File: src/rtl/rv_pkg.sv
// rv_pkg -- shared definitions for the ready/valid byte-stream blocks.
//   BYTE_WIDTH : width of one stream byte
//   rv_byte_t  : one stream byte
//   lane_cnt_w : width of a counter that indexes LANES lanes (at least 1 bit)
package rv_pkg;

    localparam int BYTE_WIDTH = 8;

    typedef logic [BYTE_WIDTH-1:0] rv_byte_t;

    function automatic int lane_cnt_w(input int lanes);
        return (lanes <= 2) ? 1 : $clog2(lanes);
    endfunction

endpackage

File: src/rtl/rv_out_reg.sv
// rv_out_reg -- single ready/valid holding register for a data word plus keep mask.
//   clock_port, reset_port : clock, async active-high reset
//   clear                  : sync discard of the held word (beats load)
//   load, load_data/keep   : capture a new word; the caller only loads when the
//                            register is free (empty or draining this edge)
//   ready                  : downstream ready
//   valid, data, keep      : held word; stable while valid && !ready
module rv_out_reg #(
    parameter int WIDTH = 32,
    parameter int LANES = 4
) (
    input  logic             clock_port,
    input  logic             reset_port,
    input  logic             clear,
    input  logic             load,
    input  logic [WIDTH-1:0] load_data,
    input  logic [LANES-1:0] load_keep,
    input  logic             ready,
    output logic             valid,
    output logic [WIDTH-1:0] data,
    output logic [LANES-1:0] keep
);

    always_ff @(posedge clock_port or posedge reset_port) begin
        if (reset_port) begin
            valid <= 1'b0;
            data  <= '0;
            keep  <= '0;
        end else if (clear) begin
            valid <= 1'b0;
            keep  <= '0;
        end else if (load) begin
            // Covers drain-and-reload on the same edge: no bubble.
            valid <= 1'b1;
            data  <= load_data;
            keep  <= load_keep;
        end else if (valid && ready) begin
            // Keep follows valid so an empty register always shows keep == 0.
            valid <= 1'b0;
            keep  <= '0;
        end
    end

endmodule

File: src/rtl/rv_byte_packer.sv
// rv_byte_packer -- packs LANES consecutive bytes into one word, first byte in lane 0.
//   clock_port, reset_port       : clock, async active-high reset
//   clear                        : sync discard of partial and held words
//   input_port_data/valid/ready  : byte stream in
//   output_port_data/keep/valid/ready : packed word out (lane k = bits [k*DATA_WIDTH +: DATA_WIDTH])
//   flush                        : emit the partial word (only with RV_PACKER_FLUSH_EN)
// Build option: RV_PACKER_FLUSH_EN adds the flush port and partial-word keep masks.
// One byte per clock when the output is not stalled; only the byte that would
// complete a word is held off while a full word is stuck in the output register.
module rv_byte_packer
    import rv_pkg::*;
#(
    parameter int DATA_WIDTH = 8,
    parameter int LANES      = 4,
    localparam int OUT_WIDTH = DATA_WIDTH * LANES
) (
    input  logic                  clock_port,
    input  logic                  reset_port,
    input  logic                  clear,
`ifdef RV_PACKER_FLUSH_EN
    input  logic                  flush,
`endif
    input  logic [DATA_WIDTH-1:0] input_port_data,
    input  logic                  input_port_valid,
    output logic                  input_port_ready,
    output logic [OUT_WIDTH-1:0]  output_port_data,
    output logic [LANES-1:0]      output_port_keep,
    output logic                  output_port_valid,
    input  logic                  output_port_ready
);

    localparam int            CW   = lane_cnt_w(LANES);
    localparam logic [CW-1:0] LAST = CW'(LANES - 1);

    logic [CW-1:0]                       lane_cnt;
    logic [LANES-1:0][DATA_WIDTH-1:0]    asm_q;
    logic [LANES-1:0][DATA_WIDTH-1:0]    asm_next;
    logic [LANES-1:0]                    load_keep;
    logic                                out_free;
    logic                                is_last;
    logic                                accept;
    logic                                load;

    assign out_free = !output_port_valid || output_port_ready;
    assign is_last  = (lane_cnt == LAST);

`ifdef RV_PACKER_FLUSH_EN
    logic flush_pend;
    logic flush_fire;
    int   fill;

    // A flush with bytes pending waits for the output register; until then
    // stop taking bytes so the partial word does not grow under it.
    assign flush_pend       = flush && (lane_cnt != '0);
    assign input_port_ready = out_free || !(is_last || flush_pend);
    assign accept           = input_port_valid && input_port_ready && !clear;
    // The byte accepted this cycle counts toward the flushed word.
    assign flush_fire       = flush && !clear && out_free && ((lane_cnt != '0) || accept);
    assign load             = (accept && is_last) || flush_fire;

    always_comb begin
        fill      = int'(lane_cnt) + int'(accept);
        load_keep = '0;
        for (int k = 0; k < LANES; k++)
            load_keep[k] = (k < fill);
    end
`else
    assign input_port_ready = out_free || !is_last;
    assign accept           = input_port_valid && input_port_ready && !clear;
    assign load             = accept && is_last;
    assign load_keep        = '1;
`endif

    // Word as it will look with this cycle's byte placed; this is what loads.
    always_comb begin
        asm_next = asm_q;
        if (accept)
            asm_next[lane_cnt] = input_port_data;
    end

    always_ff @(posedge clock_port or posedge reset_port) begin
        if (reset_port) begin
            lane_cnt <= '0;
            asm_q    <= '0;
        end else if (clear || load) begin
            // Zeroing on load keeps unused lanes of a later partial word clean.
            lane_cnt <= '0;
            asm_q    <= '0;
        end else if (accept) begin
            lane_cnt <= lane_cnt + CW'(1);
            asm_q    <= asm_next;
        end
    end

    rv_out_reg #(
        .WIDTH (OUT_WIDTH),
        .LANES (LANES)
    ) u_out_reg (
        .clock_port (clock_port),
        .reset_port (reset_port),
        .clear      (clear),
        .load       (load),
        .load_data  (asm_next),
        .load_keep  (load_keep),
        .ready      (output_port_ready),
        .valid      (output_port_valid),
        .data       (output_port_data),
        .keep       (output_port_keep)
    );

endmodule

File: config.mk
export PLATFORM = sky130hd
export DESIGN_NAME = rv_byte_packer
export DESIGN_NICKNAME = d
export VERILOG_FILES = /design/src/rtl/rv_pkg.sv /design/src/rtl/rv_out_reg.sv /design/src/rtl/rv_byte_packer.sv
export SDC_FILE = /design/constraint.sdc
export NUM_CORES = 1
export LEC_CHECK = 0
export BUFFER_PORTS_ARGS = -buffer_cell sky130_fd_sc_hd__buf_2
export CAP_MARGIN = 15
export CORE_MARGIN = 3
export CORE_UTILIZATION = 55
export DETAILED_ROUTE_END_ITERATION = 6
export PLACE_DENSITY = 0.79
export SLEW_MARGIN = 20
export SYNTH_ARGS = -nofsm -noshare
export SYNTH_HDL_FRONTEND = slang
export SYNTH_SLANG_ARGS = --single-unit
File: constraint.sdc
create_clock -name clock_port -period 3.73 [get_ports clock_port]
set_clock_uncertainty 0.2 [all_clocks]
set_input_delay 0.373 -clock clock_port [delete_from_list [all_inputs] [get_ports clock_port]]
set_output_delay 0.373 -clock clock_port [all_outputs]
set_load 0.01 [all_outputs]
==> Word-level counts from Yosys, hierarchy flattened <==
Cells that the tools add are included.
Widths: inputs -> output; s select.
{ "word_totals": {"regBits": 71, "latch_bits": 0, "ramBits": 0, "rom_bits": 0, "output_inout_bits": 38, "memories": 0} }
{ "op_classes": {"n_addsub": 1, "mul": 0, "div": 0, "magnitude_cmp": 2, "n_eq_ne": 1, "shift": 0, "n_mux": 14, "n_bitwise": 1, "n_reduce_logical": 14} }
{ "ops": {"columns": ["op", "count"], "rows": [
  ["$mux 32", 3],
  ["$bwmux 32", 1],
  ["$demux 8 s2", 1],
  ["$mux 4", 3],
  ["$mux 8", 1],
  ["$logic_and 1x1->1", 5],
  ["$mux 2", 2],
  ["$logic_not 1->1", 3],
  ["$logic_or 1x1->1", 3],
  ["$lt 2x3->1 const B", 1],
  ["$mux 1", 3],
  ["$reduce_bool 3->1", 1],
  ["$add 2x1->2 const B", 1],
  ["$eq 2x2->1 const B", 1],
  ["$ge 2x1->1 const B", 1],
  ["$reduce_and 2->1", 1],
  ["$reduce_bool 2->1", 1],
  ["$not 1->1", 1]
]} }

==> Logic depth before layout (Yosys ltp) <==
{ "depth": {"word_depth": 8, "mapped_depth": 6} }

==> Hierarchy <==
From an unflattened synthesis, not the netlist that was laid out.
{ "hier_totals": {"hier_cells": 286, "area_unflattened_um2": 3306.9} }
{ "by_module_without_submodules": {"columns": ["module", "n_inst", "cells_each", "area_each_um2", "seq_area_each_um2"], "rows": [
  ["rv_byte_packer", 1, 194, 1726.7, 850.8],
  ["rv_out_reg", 1, 92, 1580.3, 925.9]
]} }

==> Worst setup path before layout <==
Ideal clock, no wire load.
{ "synth_timing": {"path_kind": "register to register", "start": "register lane_cnt[0]", "end": "register u_out_reg.data[18]", "arrival_time_ps": 1611, "t_required_ps": 3448, "path_slack_ps": 1837, "path_stages_with_launch": 6, "path_buffers": 1, "period_less_slack_ps": 1893, "cell_sequence": "dfrtp_1 > ha_1 > and3b_1 > clkbuf_1 > or3b_2 > a31oi_1"} }
{ "synth_via": {"elab_chain_cells": 7} }
{ "synth_rtl": {"columns": ["element", "line_no", "source"], "rows": [
  ["start: declaration", "rv_byte_packer.sv:35", "logic [CW-1:0] lane_cnt;"],
  ["start signal: assignment", "rv_byte_packer.sv:90", "lane_cnt <= lane_cnt + CW'(1);"],
  ["branches (longest 7 deep; another with $lt 2x3->1)", null, null],
  ["end signal: assignment", "rv_out_reg.sv:35", "data <= load_data;"],
  ["end: declaration", "rv_out_reg.sv:20", "output logic [WIDTH-1:0] data,"]
]} }
Parallel ways; which one is timed is not known.
A chain may end at the register's enable or synchronous reset.

==> Worst setup path after layout <==
{ "layout_timing": {"start": "register lane_cnt[0]", "end": "output input_port_ready"} }
{ "layout_via": {"elab_chain_cells": 3} }
{ "layout_rtl": {"columns": ["element", "line_no", "source"], "rows": [
  ["$eq 2x2->1", "rv_byte_packer.sv:45", "assign is_last = (lane_cnt == LAST);"],
  ["$logic_not 1->1", "rv_byte_packer.sv:68", "assign input_port_ready = out_free || !is_last;"],
  ["$logic_or 1x1->1", "rv_byte_packer.sv:68", null],
  ["end: declaration", "rv_byte_packer.sv:25", "output logic input_port_ready,"]
]} }
Every way passes these cells.

==> impl_metrics.env <==
export IMPL_power_total_mw=1.61
export IMPL_yosysUniqueCellTypes=24
export IMPL_critical_path_slowest_cell="dfrtp_1"
export IMPL_holdPathStages=2
export IMPL_power_leakage_nw=1.50
export IMPL_cp_cell_sequence="ha_1 > and3b_1 > buf_4 > inv_1 > buf_2"
export IMPL_drt_vias_per_instance=5.98
export IMPL_reg2reg_slack_ps=1580
export IMPL_slew_limit_headroom_pct=28.9
export IMPL_grt_busiest_layer="met2"
export IMPL_drt_iter0_drc=175
export IMPL_ioPinCount=51
export IMPL_whs_endpoint="lane_cnt[0]$_DFFE_PP0P_"
export IMPL_hold_violations=0
export IMPL_cts_tree="yes"
export IMPL_syn_inst=240
export IMPL_maxCapViolations=0
export IMPL_first_pass_iters=4
export IMPL_grt_overflow=0
export IMPL_final_cell_mix="dfrtp_1, buf_2, a31oi_1"
export IMPL_hold_buffers=1
export IMPL_place_ws_ps=1610
export IMPL_yosysSeqAreaShare_pct=54.9
export IMPL_critPathKind="reg -> out"
export IMPL_numCtsBuffers=9
export IMPL_reg2reg_depth=5
export IMPL_grt_pass1_wl_um=10100
export IMPL_synth_nets=257
export IMPL_die_h_um=75.9
export IMPL_rsz0062_at_grt="no"
export IMPL_worstSetupEndpointType="output pin"
export IMPL_place_congestion=0.769
export IMPL_die_width_um=75.9
export IMPL_rows=24
export IMPL_clock_path_buffers=2
export IMPL_clkLatencyLatePin_ps=340
export IMPL_grt_max_degree=52
export IMPL_insertedDiodeCount=0
export IMPL_tightest_slew_ps=1070
export IMPL_p_per_area_mw_per_mm2=518
export IMPL_period_share_pct=61.3
export IMPL_synth_seq_cells=59
export IMPL_worstPathArrival_ps=1710
export IMPL_htreeDepth=3
export IMPL_fin_tns_setup_ps=0
export IMPL_num_vias=2092
export IMPL_port_buffers=50
export IMPL_reg2reg_to="u_out_reg.data[9]$_DFFE_PP0P_"
export IMPL_cts_sinks=59
export IMPL_cp_required_ps=3160
export IMPL_wl_per_cell_um=17.9
export IMPL_hp_start="clear"
export IMPL_avgSynthCellArea_um2=11.2
export IMPL_ir_drop_v=0.000382
export IMPL_mostFrequentLayoutCell="dfrtp_1"
export IMPL_post_cts_resized=0
export IMPL_use_met2_pct=34.7
export IMPL_post_route_min_period_ps=2290
export IMPL_grt_use_total_pct=22.3
export IMPL_drive_above_1_share_pct=35.8
export IMPL_use_met1_pct=30.1
export IMPL_fin_ws_ps=1440
export IMPL_grt_antenna_before_repair=0
export IMPL_dieArea_mm2=0.00576
export IMPL_r2r_start="lane_cnt[0]$_DFFE_PP0P_"
export IMPL_yosys_warnings=0
export IMPL_post_cts_setup_buffers=0
export IMPL_hp_class="in -> reg"
export IMPL_first_global_vias=2048
export IMPL_dp_hpwl_um=3870
export IMPL_path_clk_slew_ps=70
export IMPL_whs_ps=122
export IMPL_drc_errors=0
export IMPL_worst_path_largest_cell_delay_ps=400
export IMPL_status="finished clean"
export IMPL_fin_nets=297
export IMPL_drv_slew=0
export IMPL_fmax_ghz=0.438
export IMPL_synthesis_area_mm2=0.00269
export IMPL_fp_coreArea_mm2=0.00453
export IMPL_ant_nets=0
export IMPL_syn2layout_area_growth_pct=15.5
export IMPL_finalSetupViolations=0
export IMPL_startpoint_type="flop"
export IMPL_postRouteWirelength_um=6250
export IMPL_grt_met3_usage_pct=4.98
export IMPL_start_util_pct=59.3
export IMPL_root_buffer="clkbuf_8"
export IMPL_critPathMaxFanout=51
[state kept, by name (all words and copies together), names as in the netlist]
register and count:
asm_q 24, u_out_reg.keep 1, lane_cnt 2, u_out_reg.data 32
[metrics by stage]
stage	instance area (um2)	util, %	std cells
2_1_floorplan	2690	-	240
3_3_place_gp	2900	64.0	333
3_5_place_dp	2900	64.0	333
4_1_cts	3110	68.5	350
5_1_grt	3110	68.5	350
6_report	3110	68.5	350
[where the power goes]
group | switching, mW | leakage [nW] | internal [mW]
registers | 0.0421 | 0.798 | 0.722
logic | 0.155 | 0.594 | 0.121
clock network | 0.251 | 0.106 | 0.320
[routing by layer]
metal | vias up | wire (um)
met5 | - | 0
met2 | 82 | 3010
li1 | 979 | -
met4 | 0 | 93
met1 | 1022 | 2700
met3 | 9 | 448
[cells in the mapped netlist]
library cell	instances	area share [%]
dfrtp_1	59	55
a31oi_1	48	11
a21oi_1	27	5.0
o21ai_0	26	4.8
or3b_2	18	5.9
clkbuf_1	10	1.4
mux2_2	8	3.4
buf_2	6	1.1
inv_1	6	0.84
or3b_1	6	2.0
buf_4	4	1.1
ha_1	4	1.9
buf_6	3	1.3
clkbuf_2	3	0.56
nand3b_4	3	2.2
and2_2	1	0.28
and3b_1	1	0.33
nand2_1	1	0.14
nand2b_1	1	0.23
nand3b_1	1	0.28
nor2b_1	1	0.23
nor3_4	1	0.61
o21ai_1	1	0.19
or3_1	1	0.23
[critical path: cells and delay by family, from the launching register on]
kind	cells	cell delay (ps)
buffers and inverters	3	570
DFF	1	400
adders and majority gates	1	230
and+or+nand+nor	1	170
[area by class of cell]
type | count | area [um2]
clock inverter | 6 | 55.1
sequential | 59 | 1480
clock buffer | 10 | 138
inverter | 6 | 22.5
multi-input combinational | 149 | 1040
timing repair buffer | 55 | 290
tap | 65 | 81.3
fill | 341 | 1430
[worst max-delay path by stage]
stage | depth (start not counted) | to | start
6_report | 5 | input_port_ready | lane_cnt[0]$_DFFE_PP0P_
5_1_grt | 5 | input_port_ready | lane_cnt[0]$_DFFE_PP0P_
4_1_cts | 5 | input_port_ready | lane_cnt[0]$_DFFE_PP0P_
3_5_place_dp | 5 | u_out_reg.data[6]$_DFFE_PP0P_ | input_port_valid
3_3_place_gp | 5 | u_out_reg.data[7]$_DFFE_PP0P_ | input_port_valid
2_1_floorplan | 1 | asm_q[0]$_DFFE_PP0P_ | reset_port
[cell families after synthesis]
kind of cell             share of synthesized area [%]
AO/OA/AOI/OAI                                     21.2
adder cells (fa/ha/maj)                           1.86
buffers and inverters                             6.28
flip-flops                                        54.9
multiplexers                                      3.35
AND/OR/NAND/NOR                                   12.4
No activity file was read; power rests on OpenSTA's default activity.
